<file path="src/rtl/spi_single_clk_pkg.sv">
// Shared constants for the single-clock SPI slave: word width, counter width, frame byte slots.
// Pure definitions, no logic.
package spi_single_clk_pkg;
  localparam int BYTE_W_DEF = 8;
  localparam int CTR_W      = 6;

  localparam int IDX_ADDR  = 0;
  localparam int IDX_DATA0 = 1;
  localparam int IDX_DATA1 = 2;
endpackage

</file>
<file path="src/rtl/spi_single_clk_if.sv">
// Pad and register-file side signals of the SPI slave; slave = the block, master = its user.
// Plain bundle, no logic.
interface spi_single_clk_if import spi_single_clk_pkg::*; #(
  parameter int BYTE_W = BYTE_W_DEF
);
  logic              csn_pad;
  logic              sck_pad;
  logic              mosi_pad;
  logic              miso_pad;
  logic              spi_dreq;
  logic              spi_data_written;
  logic [BYTE_W-1:0] spi_data_to_send;
  logic [BYTE_W-1:0] spi_address_rx;
  logic              spi_address_rx_valid;
  logic [BYTE_W-1:0] spi_data_byte_0_rx;
  logic [BYTE_W-1:0] spi_data_byte_1_rx;
  logic              spi_data_byte_rx_valid;
  logic              valid_read;
  logic [CTR_W-1:0]  byte_ctr;

  modport slave (
    input  csn_pad, sck_pad, mosi_pad, spi_data_written, spi_data_to_send,
    output miso_pad, spi_dreq, spi_address_rx, spi_address_rx_valid,
           spi_data_byte_0_rx, spi_data_byte_1_rx, spi_data_byte_rx_valid,
           valid_read, byte_ctr
  );

  modport master (
    output csn_pad, sck_pad, mosi_pad, spi_data_written, spi_data_to_send,
    input  miso_pad, spi_dreq, spi_address_rx, spi_address_rx_valid,
           spi_data_byte_0_rx, spi_data_byte_1_rx, spi_data_byte_rx_valid,
           valid_read, byte_ctr
  );
endinterface

</file>
<file path="src/rtl/spi_single_clk_pad_sync_edge.sv">
// 3-stage pad synchroniser with registered rise/fall pulses; pulses lag the pad by 3 cycles.
// Level output is the third stage, aligned with the pulses so sampled data matches the edge.
module pad_sync_edge #(
  parameter logic RST_VAL = 1'b0
) (
  input  logic clk,
  input  logic rst_n,
  input  logic pad,
  output logic lvl,
  output logic rise,
  output logic fall
);
  logic s1, s2, s3;

  always_ff @(posedge clk) begin
    if (!rst_n) begin
      s1   <= RST_VAL;
      s2   <= RST_VAL;
      s3   <= RST_VAL;
      rise <= 1'b0;
      fall <= 1'b0;
    end else begin
      s1   <= pad;
      s2   <= s1;
      s3   <= s2;
      rise <= s2 & ~s3;
      fall <= ~s2 & s3;
    end
  end

  assign lvl = s3;
endmodule

</file>
<file path="src/rtl/spi_single_clk.sv">
// Mode-0 SPI slave sampled entirely in sys_clk: outputs update 1 cycle after the 8th SCK rise,
// valid_read 1 cycle later, spi_dreq 2 cycles after that; no backpressure, TX byte must arrive before next SCK fall.
module spi_single_clk import spi_single_clk_pkg::*; #(
  parameter int BYTE_W = BYTE_W_DEF
) (
  input logic               sys_clk,
  input logic               sys_rst_n,
  spi_single_clk_if.slave   bus
);
  localparam int CNT_W = $clog2(BYTE_W);

  logic csn_lvl, csn_rise, csn_fall;
  logic sck_lvl, sck_rise, sck_fall;
  logic mosi_lvl, mosi_rise, mosi_fall;
  logic unused_sync;

  pad_sync_edge #(.RST_VAL(1'b1)) u_csn (
    .clk(sys_clk), .rst_n(sys_rst_n), .pad(bus.csn_pad),
    .lvl(csn_lvl), .rise(csn_rise), .fall(csn_fall)
  );
  pad_sync_edge #(.RST_VAL(1'b0)) u_sck (
    .clk(sys_clk), .rst_n(sys_rst_n), .pad(bus.sck_pad),
    .lvl(sck_lvl), .rise(sck_rise), .fall(sck_fall)
  );
  pad_sync_edge #(.RST_VAL(1'b0)) u_mosi (
    .clk(sys_clk), .rst_n(sys_rst_n), .pad(bus.mosi_pad),
    .lvl(mosi_lvl), .rise(mosi_rise), .fall(mosi_fall)
  );
  assign unused_sync = &{1'b0, sck_lvl, mosi_rise, mosi_fall};

  logic [1:0]        flush_cnt;
  logic              armed;
  logic              active;
  logic              load_pend;
  logic              byte_done;
  logic              vr_d1;
  logic [CNT_W-1:0]  bit_cnt;
  logic [BYTE_W-1:0] rx_sr, tx_sr, tx_hold, rx_next;
  logic              last_bit;
  logic [CTR_W:0]    frame_idx;

  assign rx_next   = {rx_sr[BYTE_W-2:0], mosi_lvl};
  assign last_bit  = (bit_cnt == CNT_W'(BYTE_W - 1));
  assign frame_idx = bus.spi_address_rx_valid ? ({1'b0, bus.byte_ctr} + 1'b1) : '0;
  assign bus.miso_pad = active & tx_sr[BYTE_W-1];

  always_ff @(posedge sys_clk) begin
    if (!sys_rst_n) begin
      flush_cnt                  <= '0;
      armed                      <= 1'b0;
      active                     <= 1'b0;
      load_pend                  <= 1'b0;
      byte_done                  <= 1'b0;
      vr_d1                      <= 1'b0;
      bit_cnt                    <= '0;
      rx_sr                      <= '0;
      tx_sr                      <= '0;
      tx_hold                    <= '0;
      bus.valid_read             <= 1'b0;
      bus.spi_dreq               <= 1'b0;
      bus.spi_address_rx         <= '0;
      bus.spi_address_rx_valid   <= 1'b0;
      bus.spi_data_byte_0_rx     <= '0;
      bus.spi_data_byte_1_rx     <= '0;
      bus.spi_data_byte_rx_valid <= 1'b0;
      bus.byte_ctr               <= '0;
    end else begin
      byte_done      <= 1'b0;
      bus.valid_read <= byte_done;
      vr_d1          <= bus.valid_read;
      bus.spi_dreq   <= vr_d1;

      // Only accept a frame once real pad samples show CSN idle; a reset mid-frame stays deaf until then.
      if (flush_cnt != 2'd3) flush_cnt <= flush_cnt + 2'd1;
      else if (csn_lvl)      armed     <= 1'b1;

      if (bus.spi_data_written) tx_hold <= bus.spi_data_to_send;

      if (csn_rise) begin
        active                     <= 1'b0;
        bus.spi_address_rx_valid   <= 1'b0;
        bus.spi_data_byte_rx_valid <= 1'b0;
      end else if (csn_fall && armed) begin
        active                     <= 1'b1;
        bit_cnt                    <= '0;
        load_pend                  <= 1'b0;
        tx_sr                      <= tx_hold;
        bus.byte_ctr               <= '0;
        bus.spi_address_rx_valid   <= 1'b0;
        bus.spi_data_byte_rx_valid <= 1'b0;
      end else if (active) begin
        if (sck_rise) begin
          rx_sr   <= rx_next;
          bit_cnt <= last_bit ? '0 : bit_cnt + 1'b1;
          if (last_bit) begin
            byte_done <= 1'b1;
            load_pend <= 1'b1;
            if (frame_idx == (CTR_W+1)'(IDX_ADDR)) begin
              bus.spi_address_rx       <= rx_next;
              bus.spi_address_rx_valid <= 1'b1;
            end else if (frame_idx == (CTR_W+1)'(IDX_DATA0)) begin
              bus.spi_data_byte_0_rx <= rx_next;
              bus.byte_ctr           <= CTR_W'(IDX_DATA0);
            end else if (frame_idx == (CTR_W+1)'(IDX_DATA1)) begin
              bus.spi_data_byte_1_rx     <= rx_next;
              bus.spi_data_byte_rx_valid <= 1'b1;
              bus.byte_ctr               <= CTR_W'(IDX_DATA1);
            end else if (bus.byte_ctr != '1) begin
              bus.byte_ctr <= bus.byte_ctr + 1'b1;
            end
          end
        end
        if (sck_fall) begin
          if (load_pend) begin
            tx_sr     <= tx_hold;
            load_pend <= 1'b0;
          end else begin
            tx_sr <= {tx_sr[BYTE_W-2:0], 1'b0};
          end
        end
      end
    end
  end
endmodule

</file>
<file path="src/flat_wrapper.sv">
// flat-port wrapper written by rule: the top's interface ports become plain ports
module spi_single_clk_flat import spi_single_clk_pkg::*;
#(
  parameter int BYTE_W = BYTE_W_DEF
)
  (sys_clk, sys_rst_n, bus_csn_pad, bus_sck_pad, bus_mosi_pad, bus_spi_data_written, bus_spi_data_to_send, bus_miso_pad, bus_spi_dreq, bus_spi_address_rx, bus_spi_address_rx_valid, bus_spi_data_byte_0_rx, bus_spi_data_byte_1_rx, bus_spi_data_byte_rx_valid, bus_valid_read, bus_byte_ctr);
  spi_single_clk_if #(.BYTE_W(BYTE_W)) bus_i ();
  input logic sys_clk;
  input logic sys_rst_n;
  input wire logic [$bits(bus_i.csn_pad)-1:0] bus_csn_pad;
  input wire logic [$bits(bus_i.sck_pad)-1:0] bus_sck_pad;
  input wire logic [$bits(bus_i.mosi_pad)-1:0] bus_mosi_pad;
  input wire logic [$bits(bus_i.spi_data_written)-1:0] bus_spi_data_written;
  input wire logic [$bits(bus_i.spi_data_to_send)-1:0] bus_spi_data_to_send;
  output wire logic [$bits(bus_i.miso_pad)-1:0] bus_miso_pad;
  output wire logic [$bits(bus_i.spi_dreq)-1:0] bus_spi_dreq;
  output wire logic [$bits(bus_i.spi_address_rx)-1:0] bus_spi_address_rx;
  output wire logic [$bits(bus_i.spi_address_rx_valid)-1:0] bus_spi_address_rx_valid;
  output wire logic [$bits(bus_i.spi_data_byte_0_rx)-1:0] bus_spi_data_byte_0_rx;
  output wire logic [$bits(bus_i.spi_data_byte_1_rx)-1:0] bus_spi_data_byte_1_rx;
  output wire logic [$bits(bus_i.spi_data_byte_rx_valid)-1:0] bus_spi_data_byte_rx_valid;
  output wire logic [$bits(bus_i.valid_read)-1:0] bus_valid_read;
  output wire logic [$bits(bus_i.byte_ctr)-1:0] bus_byte_ctr;
  assign bus_i.csn_pad = bus_csn_pad;
  assign bus_i.sck_pad = bus_sck_pad;
  assign bus_i.mosi_pad = bus_mosi_pad;
  assign bus_i.spi_data_written = bus_spi_data_written;
  assign bus_i.spi_data_to_send = bus_spi_data_to_send;
  assign bus_miso_pad = bus_i.miso_pad;
  assign bus_spi_dreq = bus_i.spi_dreq;
  assign bus_spi_address_rx = bus_i.spi_address_rx;
  assign bus_spi_address_rx_valid = bus_i.spi_address_rx_valid;
  assign bus_spi_data_byte_0_rx = bus_i.spi_data_byte_0_rx;
  assign bus_spi_data_byte_1_rx = bus_i.spi_data_byte_1_rx;
  assign bus_spi_data_byte_rx_valid = bus_i.spi_data_byte_rx_valid;
  assign bus_valid_read = bus_i.valid_read;
  assign bus_byte_ctr = bus_i.byte_ctr;
  spi_single_clk #(.BYTE_W(BYTE_W)) u_core (.sys_clk(sys_clk), .sys_rst_n(sys_rst_n), .bus(bus_i));
endmodule
</file>
<file path="config.mk">
export PLATFORM = sky130hd
export DESIGN_NAME = spi_single_clk_flat
export DESIGN_NICKNAME = d
export VERILOG_FILES = /design/src/rtl/spi_single_clk_pkg.sv /design/src/rtl/spi_single_clk_if.sv /design/src/rtl/spi_single_clk_pad_sync_edge.sv /design/src/rtl/spi_single_clk.sv /design/src/flat_wrapper.sv
export SDC_FILE = /design/constraint.sdc
export NUM_CORES = 1
export LEC_CHECK = 0
export BUFFER_PORTS_ARGS = -buffer_cell sky130_fd_sc_hd__buf_2
export CAP_MARGIN = 20
export CORE_UTILIZATION = 45
export DETAILED_ROUTE_END_ITERATION = 8
export GPL_TIMING_DRIVEN = 0
export HOLD_SLACK_MARGIN = 0.1
export PLACE_DENSITY_LB_ADDON = 0.15
export REMOVE_ABC_BUFFERS = 1
export SLEW_MARGIN = 10
export SYNTH_ARGS = -nofsm -noshare
export SYNTH_HDL_FRONTEND = slang
export SYNTH_SLANG_ARGS = --single-unit
</file>
<file path="constraint.sdc">
create_clock -name sys_clk -period 5.2 [get_ports sys_clk]
set_input_delay 0.78 -clock sys_clk [delete_from_list [all_inputs] [get_ports sys_clk]]
set_output_delay 0.78 -clock sys_clk [all_outputs]
set_load 0.005 [all_outputs]
</file>
==> summary by stage, run 1 <==
Clocking
The number of gates given a new drive strength after cts is 0. The number of buffers on the longest clock path is 2. The number of sinks on the clock net is 80. At the later pin of the worst-skew pair, clock insertion delay measures 0.35 ns. The post-CTS clock slew at the launch and capture registers of the worst setup and hold paths is ~0.080 ns. The CTS buffer count is 9.

The cts-stage hold buffer count is 0. The number of H-tree levels is 3. The total setup buffers inserted after CTS is 0. Clock tree synthesis selected as its root buffer the cell sky130_fd_sc_hd__clkbuf_8. The CTS tree is yes.

Synth
The leading cell type by number of instances after synthesis is sky130_fd_sc_hd__dfxtp_1. In the post-synthesis netlist, the biggest area contributors are sky130_fd_sc_hd__dfxtp_1 49%, sky130_fd_sc_hd__mux2i_1 5.5%, sky130_fd_sc_hd__nor2_1 4.8%. The share of Yosys cell area claimed by the top area cell type is 0.489. Of all flip-flops after synthesis, the portion carrying an async set or reset was 0.

Of the synthesized area, sequential elements account for 0.489. The cell type with the largest total area after synthesis is sky130_fd_sc_hd__dfxtp_1. The average instance in the mapped netlist occupies around 9.1 um^2. Among all flip-flop cells after synthesis, the most frequent one is sky130_fd_sc_hd__dfxtp_1. The synthesized netlist occupies a cell area of 0.00327 mm^2. In this run, synthesis inferred 0 flip-flops with an integrated enable. Synthesis produced a netlist whose cell count is 361. The synthesized design contains 80 register bits. Ranked by instance count, the synthesized netlist is headed by 80 x sky130_fd_sc_hd__dfxtp_1, 42 x sky130_fd_sc_hd__nor2_1, 35 x sky130_fd_sc_hd__nand2_1, 29 x sky130_fd_sc_hd__a21oi_1, 22 x sky130_fd_sc_hd__nand3_1. The Yosys step of the flow raised 0 warnings. The synthesized netlist contains 46 unique library cells.

Timing
The worst path setup slack after routing is around 2.3 ns. Setup violations remaining at the end of the flow were counted as 0. Between clock sinks in the finished design, the worst skew comes to 0.00883 ns. The slew at the pin closest to its max-slew limit is 0.982 ns. The number of hold-slack violations in the final timing report is 0.

After routing, the total negative slack on setup checks comes to 0 ns. Measured against its own limit, the worst slew margin works out to 0.346. Of the available clock period, the critical path in the final layout requires 0.560. The final count of pins violating max slew is 0. On the final layout, the worst hold slack is 0.417 ns. The timing-limited maximum frequency is ~340 MHz. Subtracting the final worst setup slack from the clock period gives 2.91 ns. Setup repair after global routing left no endpoint under its margin.

Power and ir drop
The power density over cell area is 314 mW/mm^2. The internal power summed over all cells is between 0.9 and 1 mW. Of the total power, the share spent switching nets is 0.226. The design draws 1.18 mW. The part of the power in the clock network is 0.418. The share of total power dissipated in sequential elements is 0.541. The cell leakage power is 1.45 nW.

The combinational group share of total power is 0.041. In this run the power spent charging and discharging nets is ~0.27 mW. VDD sags by at most around 0.14 mV.

Critical path
Traced cell by cell, the critical path runs through a21oi_1, nand2_1, nor4_4, mux2i_1, nor2_1. The endpoint type of the worst setup path is a register. Grouping stages by cell kind, the critical path spends the most delay in simple AND/OR/NAND/NOR gates. The nature of the critical path startpoint is a register. The maximum net fanout on the critical path is 12.

On the critical path, the stage with the largest delay is an instance of sky130_fd_sc_hd__nor4_4. For the worst setup path, the data required time is around 5.4 ns. The data arrival time at the worst-slack endpoint is 3.15 ns. The worst setup path category is reg2reg.

The number of buffer and inverter stages on the critical path is 0. The delay of the slowest cell on the worst path is around 0.82 ns.

GRT
The met2 capacity usage during global routing is 0.322. The met1 track demand over resource in global routing is 0.281. The global-route track usage on met3 is 0.0502.

The number of global-route vias before repair is 2529. The wire length of the first global-routing pass is 12200 um. The remaining global-route overflow is 0. The overall global routing resource usage is 0.209. The initial antenna violation count is 0. The global routing stage identified its most utilized layer as met2. The largest net degree at the start of global routing is 50.

Placed design
Detailed placement ended at an HPWL of 4840 um. The cell area after placement is roughly 0.0035 mm^2. The number of buffers added on ports is 48. Routability-driven placement finished with a final weighted congestion of 0.833. The cell count after placement is 484.

OpenSTA, run right after detailed placement, puts the worst setup slack at roughly 2.3 ns.

Floorplanning
The die is 87.3 um wide. The number of cell rows is 30. The core region is 0.00691 mm^2. In this run the count of I/O pins placed on the die edge is 49.

The area of the die is 0.00762 mm^2. The starting density of the core is 0.474. The height of the die is a little under 90 um.

Routing
The detail-routed net length per standard cell is 15.1 um. The first routing iteration left 185 violations. The average via count per standard cell is 5.48.

The number of nets still failing antenna checks after routing is 0. After detailed routing, the number of remaining DRC violations is 0. The pre-antenna-repair detailed-routing pass consisted of 4 iterations. The routed layout has around 2.7k vias. The total length of routed wires is around 7500 um.

Final layout
The footprint of the flip-flops and latches is 0.00160 mm^2. After filler insertion, the fill cell instance count of the layout stands at 681. Once layout is complete, the cells apart from fillers number 499. The antenna diode count is 0.

The multi-input combinational cells in the finished layout cover a total of ~0.0015 mm^2. For this run, the post-layout net count is 418. The share of the core filled with cells in the final layout is 0.545. The proportion of layout cells with a drive suffix above 1 is 0.184. The design area is approximately 0.0038 mm^2. Compared with the post-synthesis result, the final layout area differs by 15.0%.

Hold path
The class of the tightest hold or removal check is reg2reg.

Job
Max-cap violations in this run came to 0.

Status
The run finished with clean final reports.
==> power by group through the flow <==
stage               registers, mW  logic [mW]  clock network [mW]
floorplan                   0.649      0.0301                   0
global placement            0.652      0.0452                   0
detailed placement          0.652      0.0489                   0
CTS                         0.638      0.0492               0.501
global route                0.640      0.0544               0.524
finish                      0.638      0.0483               0.493
==> placed cells by master, fill, tap and decap left out, drive strengths merged, types with 2 or more instances in the layout <==
cell	synthesis	routed
a211oi	3	3
a21o	2	2
a21oi	29	29
a22oi	2	2
a311oi	10	10
and2	15	15
and3	3	3
buf	7	50
bufinv	0	2
clkbuf	15	9
dfxtp	80	80
ha	4	4
inv	5	6
mux2i	18	18
nand2	35	35
nand2b	6	6
nand3	22	22
nor2	42	42
nor2b	2	2
nor3	5	5
nor4	4	4
nor4b	3	3
o21a	2	2
o21ai	27	27
o221a	4	4
o32ai	2	2
xnor2	2	2
==> worst reg2reg max path, cell delays in order (launching register included) <==
cell and delay [ns]:
sky130_fd_sc_hd__dfxtp_1 0.38, sky130_fd_sc_hd__a21oi_1 0.78, sky130_fd_sc_hd__nand2_1 0.51, sky130_fd_sc_hd__nor4_4 0.82, sky130_fd_sc_hd__mux2i_1 0.26, sky130_fd_sc_hd__nor2_1 0.05
==> state kept, by name, summed over array words and instances (netlist names), 2 cells and up <==
signal	flops
u_core.bus.spi_data_byte_1_rx	8
u_core.tx_hold	8
u_core.tx_sr	8
u_core.bus.spi_address_rx	8
u_core.bus.spi_data_byte_0_rx	8
u_core.rx_sr	7
u_core.bit_cnt	3
u_core.bus.byte_ctr	6
u_core.flush_cnt	2
==> layer usage <==
layer	vias up	part of all wire
met5	-	0
met4	0	0.016
met3	13	0.057
met1	1287	0.46
li1	1353	-
met2	84	0.46
==> final timing paths <==
path | start | endpoint | slack, ns | cells after the start
max | u_core.u_csn.rise$_SDFF_PN0_ | u_core.bus.spi_data_byte_0_rx[0]$_SDFFE_PN0P_ | 2.29 | 5
min | u_core.u_sck.lvl$_SDFF_PN0_ | u_core.u_sck.rise$_SDFF_PN0_ | 0.42 | 1
max reg2reg | u_core.u_csn.rise$_SDFF_PN0_ | u_core.bus.spi_data_byte_0_rx[0]$_SDFFE_PN0P_ | 2.29 | 5
min reg2reg | u_core.u_sck.lvl$_SDFF_PN0_ | u_core.u_sck.rise$_SDFF_PN0_ | 0.42 | 1
==> kinds of logic after synthesis <==
family | Yosys count | synth area share
fa+ha+maj | 4 | 0.0153
buf+inv | 27 | 0.0371
xor+xnor | 3 | 0.00803
simple gates | 142 | 0.222
flops | 80 | 0.489
mux | 18 | 0.0551
compound gates | 87 | 0.173
==> cell type report <==
type,instances,share of cell area
clock inverter,5,0.0216
multi-input combinational,254,0.412
sequential,80,0.426
tap,96,0.0319
clock buffer,9,0.0329
timing repair buffer,50,0.0712
inverter,5,0.00499
Note: power is estimated with default switching activity, not from simulation.
==> run 2, diff against run 1 <==
clock period = 2.97 ns   (was 5.2 ns; I/O delays follow)
==> summary by stage, run 2 (synthesis results as in run 1) <==
Routing
After detailed routing, the number of remaining DRC violations is 0. The via count is 2749. In this run, the number of DRC markers left after iteration 0 of detailed routing was roughly 190.

The detail-routed net length per standard cell is 15.1 um. The number of nets still failing antenna checks after routing is 0. The number of detailed-route iterations in the first pass is 4. The average via count per standard cell is roughly 5.5.

The total length of routed wires is about 7500 um.

Critical path
The worst flop-to-flop path endpoint is u_core.bus.byte_ctr[3]$_SDFFE_PN0P_. The setup slack of the most critical reg-to-reg path is 0.22 ns. The endpoint type of the worst setup path is a register. The worst setup path category is reg2reg.

The depth of the worst register-to-register path is 6. For the worst setup path, the data required time is 3.21 ns. The termination of the worst setup path is u_core.bus.byte_ctr[3]$_SDFFE_PN0P_. In this run the worst path has a maximum fanout of 11. Data on the critical path arrives at its endpoint at 2.99 ns. The worst setup path is launched from a register. The worst register-to-register path begins at u_core.bus.byte_ctr[0]$_SDFFE_PN0P_. The worst setup path startpoint is u_core.bus.byte_ctr[0]$_SDFFE_PN0P_.

Timing
The number of hold-slack violations in the final timing report is 0. Setup violations remaining at the end of the flow were counted as 0. The slew at the pin closest to its max-slew limit is 0.824 ns. Timing would allow up to 364 MHz. Setup repair after global routing left no endpoint under its margin. The final cycle utilization of the critical path is 0.925. The final critical-path required period is 2.75 ns. Measured against its own limit, the worst slew margin works out to 0.447.

The total negative slack is 0 ns. The final count of pins violating max slew is 0. For the final database, setup skew stands at 0.00851 ns.

Placed design
After detailed placement, the design holds a cell count of a little under 500. Summed over all nets, the half-perimeter wirelength after detailed placement is slightly below 5000 um. The final RePlAce weighted congestion is 0.833. The number of buffers added on ports is 48.

Clocking
TritonCTS built the clock tree. The cell sitting at the root of the clock tree is a sky130_fd_sc_hd__clkbuf_8. After clock tree synthesis, the clock-pin slew on the worst setup and hold paths is 0.08 ns.

The clock latency at the later pin of the worst-skew pair is 0.35 ns. After clock tree synthesis, the setup repair step added 0 buffers. The number of buffers on the longest clock path is 2. The number of H-tree levels is 3.

The cts-stage hold buffer count is 0. CTS saw 80 sinks. Buffers inserted during clock tree synthesis total 9.

GRT
The initial antenna violation count is 0. The overall global routing resource usage is 0.209. The largest net degree at the start of global routing is 50. The first global-routing pass estimated 12200 um of wire. The number of global-route vias before repair is 2529. Global routing finished with a remaining overflow of 0.

Final layout
In the layout the commonest cells are 80 x sky130_fd_sc_hd__dfxtp_1, 48 x sky130_fd_sc_hd__buf_2, 42 x sky130_fd_sc_hd__nor2_1, 35 x sky130_fd_sc_hd__nand2_1, 28 x sky130_fd_sc_hd__a21oi_1. The antenna diode count is 0. The proportion of layout cells with a drive suffix above 1 is 0.186. The number of nets at the end of the flow is roughly 420. From synthesis to final layout, the design area changed by 15.1%. The most common cell after layout, fill and taps aside is sky130_fd_sc_hd__dfxtp_1.

Excluding fillers, the count of instances in the completed layout stands at 499.

Floorplanning
For this design the top-level I/O count stands at a little under 50. The area of the die is around 0.0076 mm^2. The starting density of the core is 0.474.

From bottom edge to top edge, the die measures 87.3 um. The core region is 0.00691 mm^2. The width of the die is 87.3 um. The number of cell rows is 30.

Power and ir drop
The completed layout was analyzed and its total power is 2.06 mW. VDD sags by at most approximately 0.25 mV. For this design the ratio of total power to cell area is around 550 mW/mm^2.

For this design the static power due to leakage is 1.45 nW.

Job
The tool flagged a number of max-cap violations equal to 0.

Hold path
The class of the tightest hold or removal check is in2reg.

Status
The flow ran to the end, and the final reports show no timing, DRC or antenna violations.
-- run 2: cell counts in the layout (fill, tap and decap cells not counted) --
Identical to the previous run, type by type.
-- run 2: cell type report --
class                   instances  area (um^2)
well taps                      96          120
inverters                       5         18.8
clock buffers                   9          124
fillers                       681         3140
clock inverters                 5         81.3
repair buffers                 50          268
multi-input cells             254         1550
flip-flops and latches         80         1600
-- run 2: power by group --
part / internal, mW / switching (mW) / leakage, nW
Sequential: 1.10 / 0.0223 / 0.648
Clock: 0.466 / 0.396 / 0.102
Combinational: 0.0369 / 0.0476 / 0.697
-- run 2: worst max-delay path: stages (launching register included) --
cell and delay [ns]:
sky130_fd_sc_hd__dfxtp_1 0.49, sky130_fd_sc_hd__ha_1 0.53, sky130_fd_sc_hd__and3_1 0.29, sky130_fd_sc_hd__mux2i_1 0.40, sky130_fd_sc_hd__o21ai_1 0.24, sky130_fd_sc_hd__a21o_1 0.32
sky130_fd_sc_hd__a311o_1 0.37
-- run 2: repair_timing --
item | CTS | global route
endpoints found under the hold margin | 0 | 0
gates resized for setup | 0 | 1
endpoints found under the setup margin | 0 | 8
-- run 2: how the worst min path moves through the flow --
stage,startpoint,endpoint,cells past startpoint
2_1_floorplan,u_core.u_sck.lvl$_SDFF_PN0_,u_core.u_sck.rise$_SDFF_PN0_,1
6_report,bus_csn_pad,u_core.u_csn.s1$_SDFF_PN1_,2
4_1_cts,bus_csn_pad,u_core.u_csn.s1$_SDFF_PN1_,2
3_5_place_dp,u_core.u_sck.lvl$_SDFF_PN0_,u_core.u_sck.rise$_SDFF_PN0_,1
3_3_place_gp,u_core.u_sck.lvl$_SDFF_PN0_,u_core.u_sck.rise$_SDFF_PN0_,1
5_1_grt,bus_csn_pad,u_core.u_csn.s1$_SDFF_PN1_,2
-- run 2: through the flow --
stage / area, um^2 / setup WS, ns / hold slack, ns / util
2_1_floorplan: 3170 / 0.681 / 0.383 / -
3_3_place_gp: 3530 / -0.0658 / 0.389 / 0.511
3_5_place_dp: 3550 / 0.0358 / 0.396 / 0.514
4_1_cts: 3750 / 0.0212 / 0.268 / 0.544
5_1_grt: 3770 / 0.0703 / 0.281 / 0.545
6_report: 3770 / 0.223 / 0.272 / 0.545
-- run 2: routing by layer --
layer / vias up / part of all wire / track usage
li1: 1354 / - / -
met1: 1303 / 0.46 / 0.281
met2: 79 / 0.47 / 0.322
met3: 13 / 0.058 / 0.0502
met4: 0 / 0.016 / 0.0879
met5: - / 0 / 0
==> run 3, diff against run 2 <==
PLACE_DENSITY_LB_ADDON = 0.2   (was 0.15)
RECOVER_POWER = 50   (was not set)
==> summary by stage, run 3 (synthesis results as in run 1) <==
Placed design
The cell area after placement is 0.00355 mm^2. The number of buffers added on ports is 48. The final RePlAce weighted congestion is around 0.83. The final HPWL from detailed placement is 4680 um. The number of placed instances, taps included, is 484.

Timing
In the final timing run, aggregate negative setup slack is 0 ns. The final count of negative-setup-slack endpoints is 0. The number of hold-slack violations in the final timing report was 0. The tightest hold path in the finished design has a slack of 0.269 ns. The worst setup skew after layout is 0.00512 ns.

Setup repair after global routing left no endpoint under its margin. Headroom to the max-slew limit came out at 0.335. In the finished design, the share of the clock period the worst path needs comes to 0.921. At the pin with the least slew margin, the transition time is between 0.9 and 1 ns. The final count of pins violating max slew was 0. The clock period could shrink to 2.74 ns.

Derived from the worst setup path, the maximum achievable clock frequency is 365 MHz.

Critical path
For this design, the slowest cell found on the critical path is sky130_fd_sc_hd__ha_1. The depth of the worst register-to-register path is 6. The endpoint type of the worst setup path is a register. The critical path in this run is classified as reg2reg. The worst flop-to-flop path endpoint is u_core.bus.byte_ctr[5]$_SDFFE_PN0P_. The delay of the slowest cell on the worst path is around 0.55 ns. The startpoint of the lowest-slack register-to-register path is u_core.bus.byte_ctr[0]$_SDFFE_PN0P_. The nature of the critical path startpoint is a register. At the worst endpoint, the arrival time is 3.03 ns. The critical path required time is 3.26 ns. Across all register-to-register paths, the minimum setup slack is 0.23 ns. Of all nets on the critical path, the largest fanout is 11. Traced cell by cell, the critical path runs through ha_1, and3_1, mux2i_1, o21ai_1, a2111oi_0, o221a_1.

Floorplanning
The height of the die is 87.3 um. Row generation in the floorplan step produced 30 rows. Pin placement for this block handled 49 I/O pins.

Measured along the x axis, the die boundary spans about 87 um. The placeable core region is between 0.006 and 0.007 mm^2. The starting density of the core is 0.474.

The die covers between 0.007 and 0.008 mm^2.

Routing
In the routed layout, each cell is associated on average with a via count of 5.51. The count of nets left with antenna violations once routing finished came out at 0. In the final routed layout, each cell accounts on average for 14.5 um. The DRC violation total after the first TritonRoute iteration is 229. The final layout contains routed wiring with a total length of 7260 um. The via count is between 2k and 3k. The number of design rule violations left after detail routing is 0. The first TritonRoute pass finished after 5 iterations.

Clocking
The number of sinks on the clock net is 80. The clock passes through at most 2 buffers. TritonCTS built the clock tree.

Clock-pin slew was measured on the worst setup and hold paths at 0.08 ns. The clock latency at the later pin of the worst-skew pair is 0.35 ns. Buffers inserted during clock tree synthesis total 9. After clock tree synthesis, the setup repair step added 0 buffers. The clock root buffer master is sky130_fd_sc_hd__clkbuf_8. The number of H-tree levels is 3.

Final layout
For this run, the number of standard cells in the final layout without fillers is approximately 500. After the last flow step, the layout net total stands at 418. The number of fill cells is between 600 and 700. The area growth from synthesis to layout is 15.2%. The antenna diode count is 0. Summing all non-filler instances in the final layout gives an area of 0.00377 mm^2. The most common cell after layout, fill and taps aside is sky130_fd_sc_hd__dfxtp_1. The proportion of layout cells with a drive suffix above 1 is 0.168.

The library cells used most frequently in the layout, excluding fill and tap cells, are 80 x sky130_fd_sc_hd__dfxtp_1, 42 x sky130_fd_sc_hd__nor2_1, 41 x sky130_fd_sc_hd__buf_2, 35 x sky130_fd_sc_hd__nand2_1, 28 x sky130_fd_sc_hd__a21oi_1.

Hold path
The worst hold path stage count is 2. The hold-critical path endpoint is u_core.u_csn.s1$_SDFF_PN1_. The startpoint identified for the worst hold timing path is bus_csn_pad. The class of the tightest hold or removal check is in2reg.

Power and ir drop
The design draws 2.09 mW. The sequential group share of total power is 0.534. The proportion of total power due to net switching is 0.231. Of the total power, combinational logic draws 0.041. Summed over all cells, the static leakage comes to 1.42 nW.

The power dissipated by switching net loads is 0.483 mW. The worst supply voltage drop on vdd is 0.290 mV. Dividing total power by cell area gives a power density of ~560 mW/mm^2. The internal power summed over all cells is 1.61 mW. The part of the power in the clock network is 0.425.

GRT
The overall global routing resource usage is 0.199. The remaining global-route overflow is 0. The initial antenna violation count was 0.

The first global-routing pass estimated 11800 um of wire. The largest net degree at the start of global routing is 49. The number of global-route vias before repair is 2470.

Status
The run finished with clean final reports.

Job
The tool flagged a number of max-cap violations equal to 0.
## run 3: worst max-delay path by stage
stage	startpoint	endpoint	slack, ns	cells after the start
after floorplan	u_core.bus.byte_ctr[0]$_SDFFE_PN0P_	u_core.bus.byte_ctr[3]$_SDFFE_PN0P_	0.68	6
after global routing	u_core.bus.byte_ctr[0]$_SDFFE_PN0P_	u_core.bus.byte_ctr[5]$_SDFFE_PN0P_	0.02	6
after global placement	u_core.u_csn.rise$_SDFF_PN0_	u_core.bus.spi_data_byte_0_rx[1]$_SDFFE_PN0P_	-0.04	5
after CTS	u_core.bus.byte_ctr[0]$_SDFFE_PN0P_	u_core.bus.byte_ctr[3]$_SDFFE_PN0P_	0.27	6
final	u_core.bus.byte_ctr[0]$_SDFFE_PN0P_	u_core.bus.byte_ctr[5]$_SDFFE_PN0P_	0.23	6
after detailed placement	u_core.u_csn.rise$_SDFF_PN0_	u_core.bus.spi_data_byte_0_rx[4]$_SDFFE_PN0P_	-0.008	5
## run 3: critical path: cells and delay by family (launching register included)
kind / cells / cell delay [ns]
DFF: 1 / 0.52
adders and majority gates: 1 / 0.55
muxes: 1 / 0.36
AOI/OAI and AO/OA: 3 / 0.96
and+or+nand+nor: 1 / 0.29
## run 3: timing repair
| action | in CTS | in global routing |
|---|---|---|
| hold buffers | 0 | 0 |
| hold endpoints to repair | 0 | 0 |
| setup endpoints to repair | 8 | 0 |
| resized for setup | 1 | 0 |
## run 3: cell type report
class,count,area (um^2),area share
clock inverter,6,90.1,0.0239
tap,96,120,0.0319
sequential,80,1600,0.425
multi-input combinational,254,1550,0.412
timing repair buffer,50,259,0.0687
inverter,5,18.8,0.00498
clock buffer,10,128,0.0339
## run 3: power groups by stage
stage | registers, mW | logic [mW] | clock network [mW]
floorplan | 1.14 | 0.0527 | 0
global placement | 1.14 | 0.0793 | 0
detailed placement | 1.14 | 0.0865 | 0
CTS | 1.12 | 0.0870 | 0.908
global route | 1.12 | 0.0957 | 0.956
finish | 1.12 | 0.0856 | 0.890
## run 3: per-stage QoR
step / setup WS [ns] / utilization
2_1_floorplan: 0.681 / -
3_3_place_gp: -0.0373 / 0.511
3_5_place_dp: -0.00841 / 0.514
4_1_cts: 0.268 / 0.546
5_1_grt: 0.0229 / 0.546
6_report: 0.234 / 0.546
## run 3: metal layers
metal	part of all wire	wire length (um)	global-route usage	up-vias
met4	0.011	79	0.0686	0
met5	0	0	0	-
met1	0.48	3480	0.270	1325
met3	0.049	359	0.0474	7
li1	-	-	-	1358
met2	0.46	3340	0.310	72
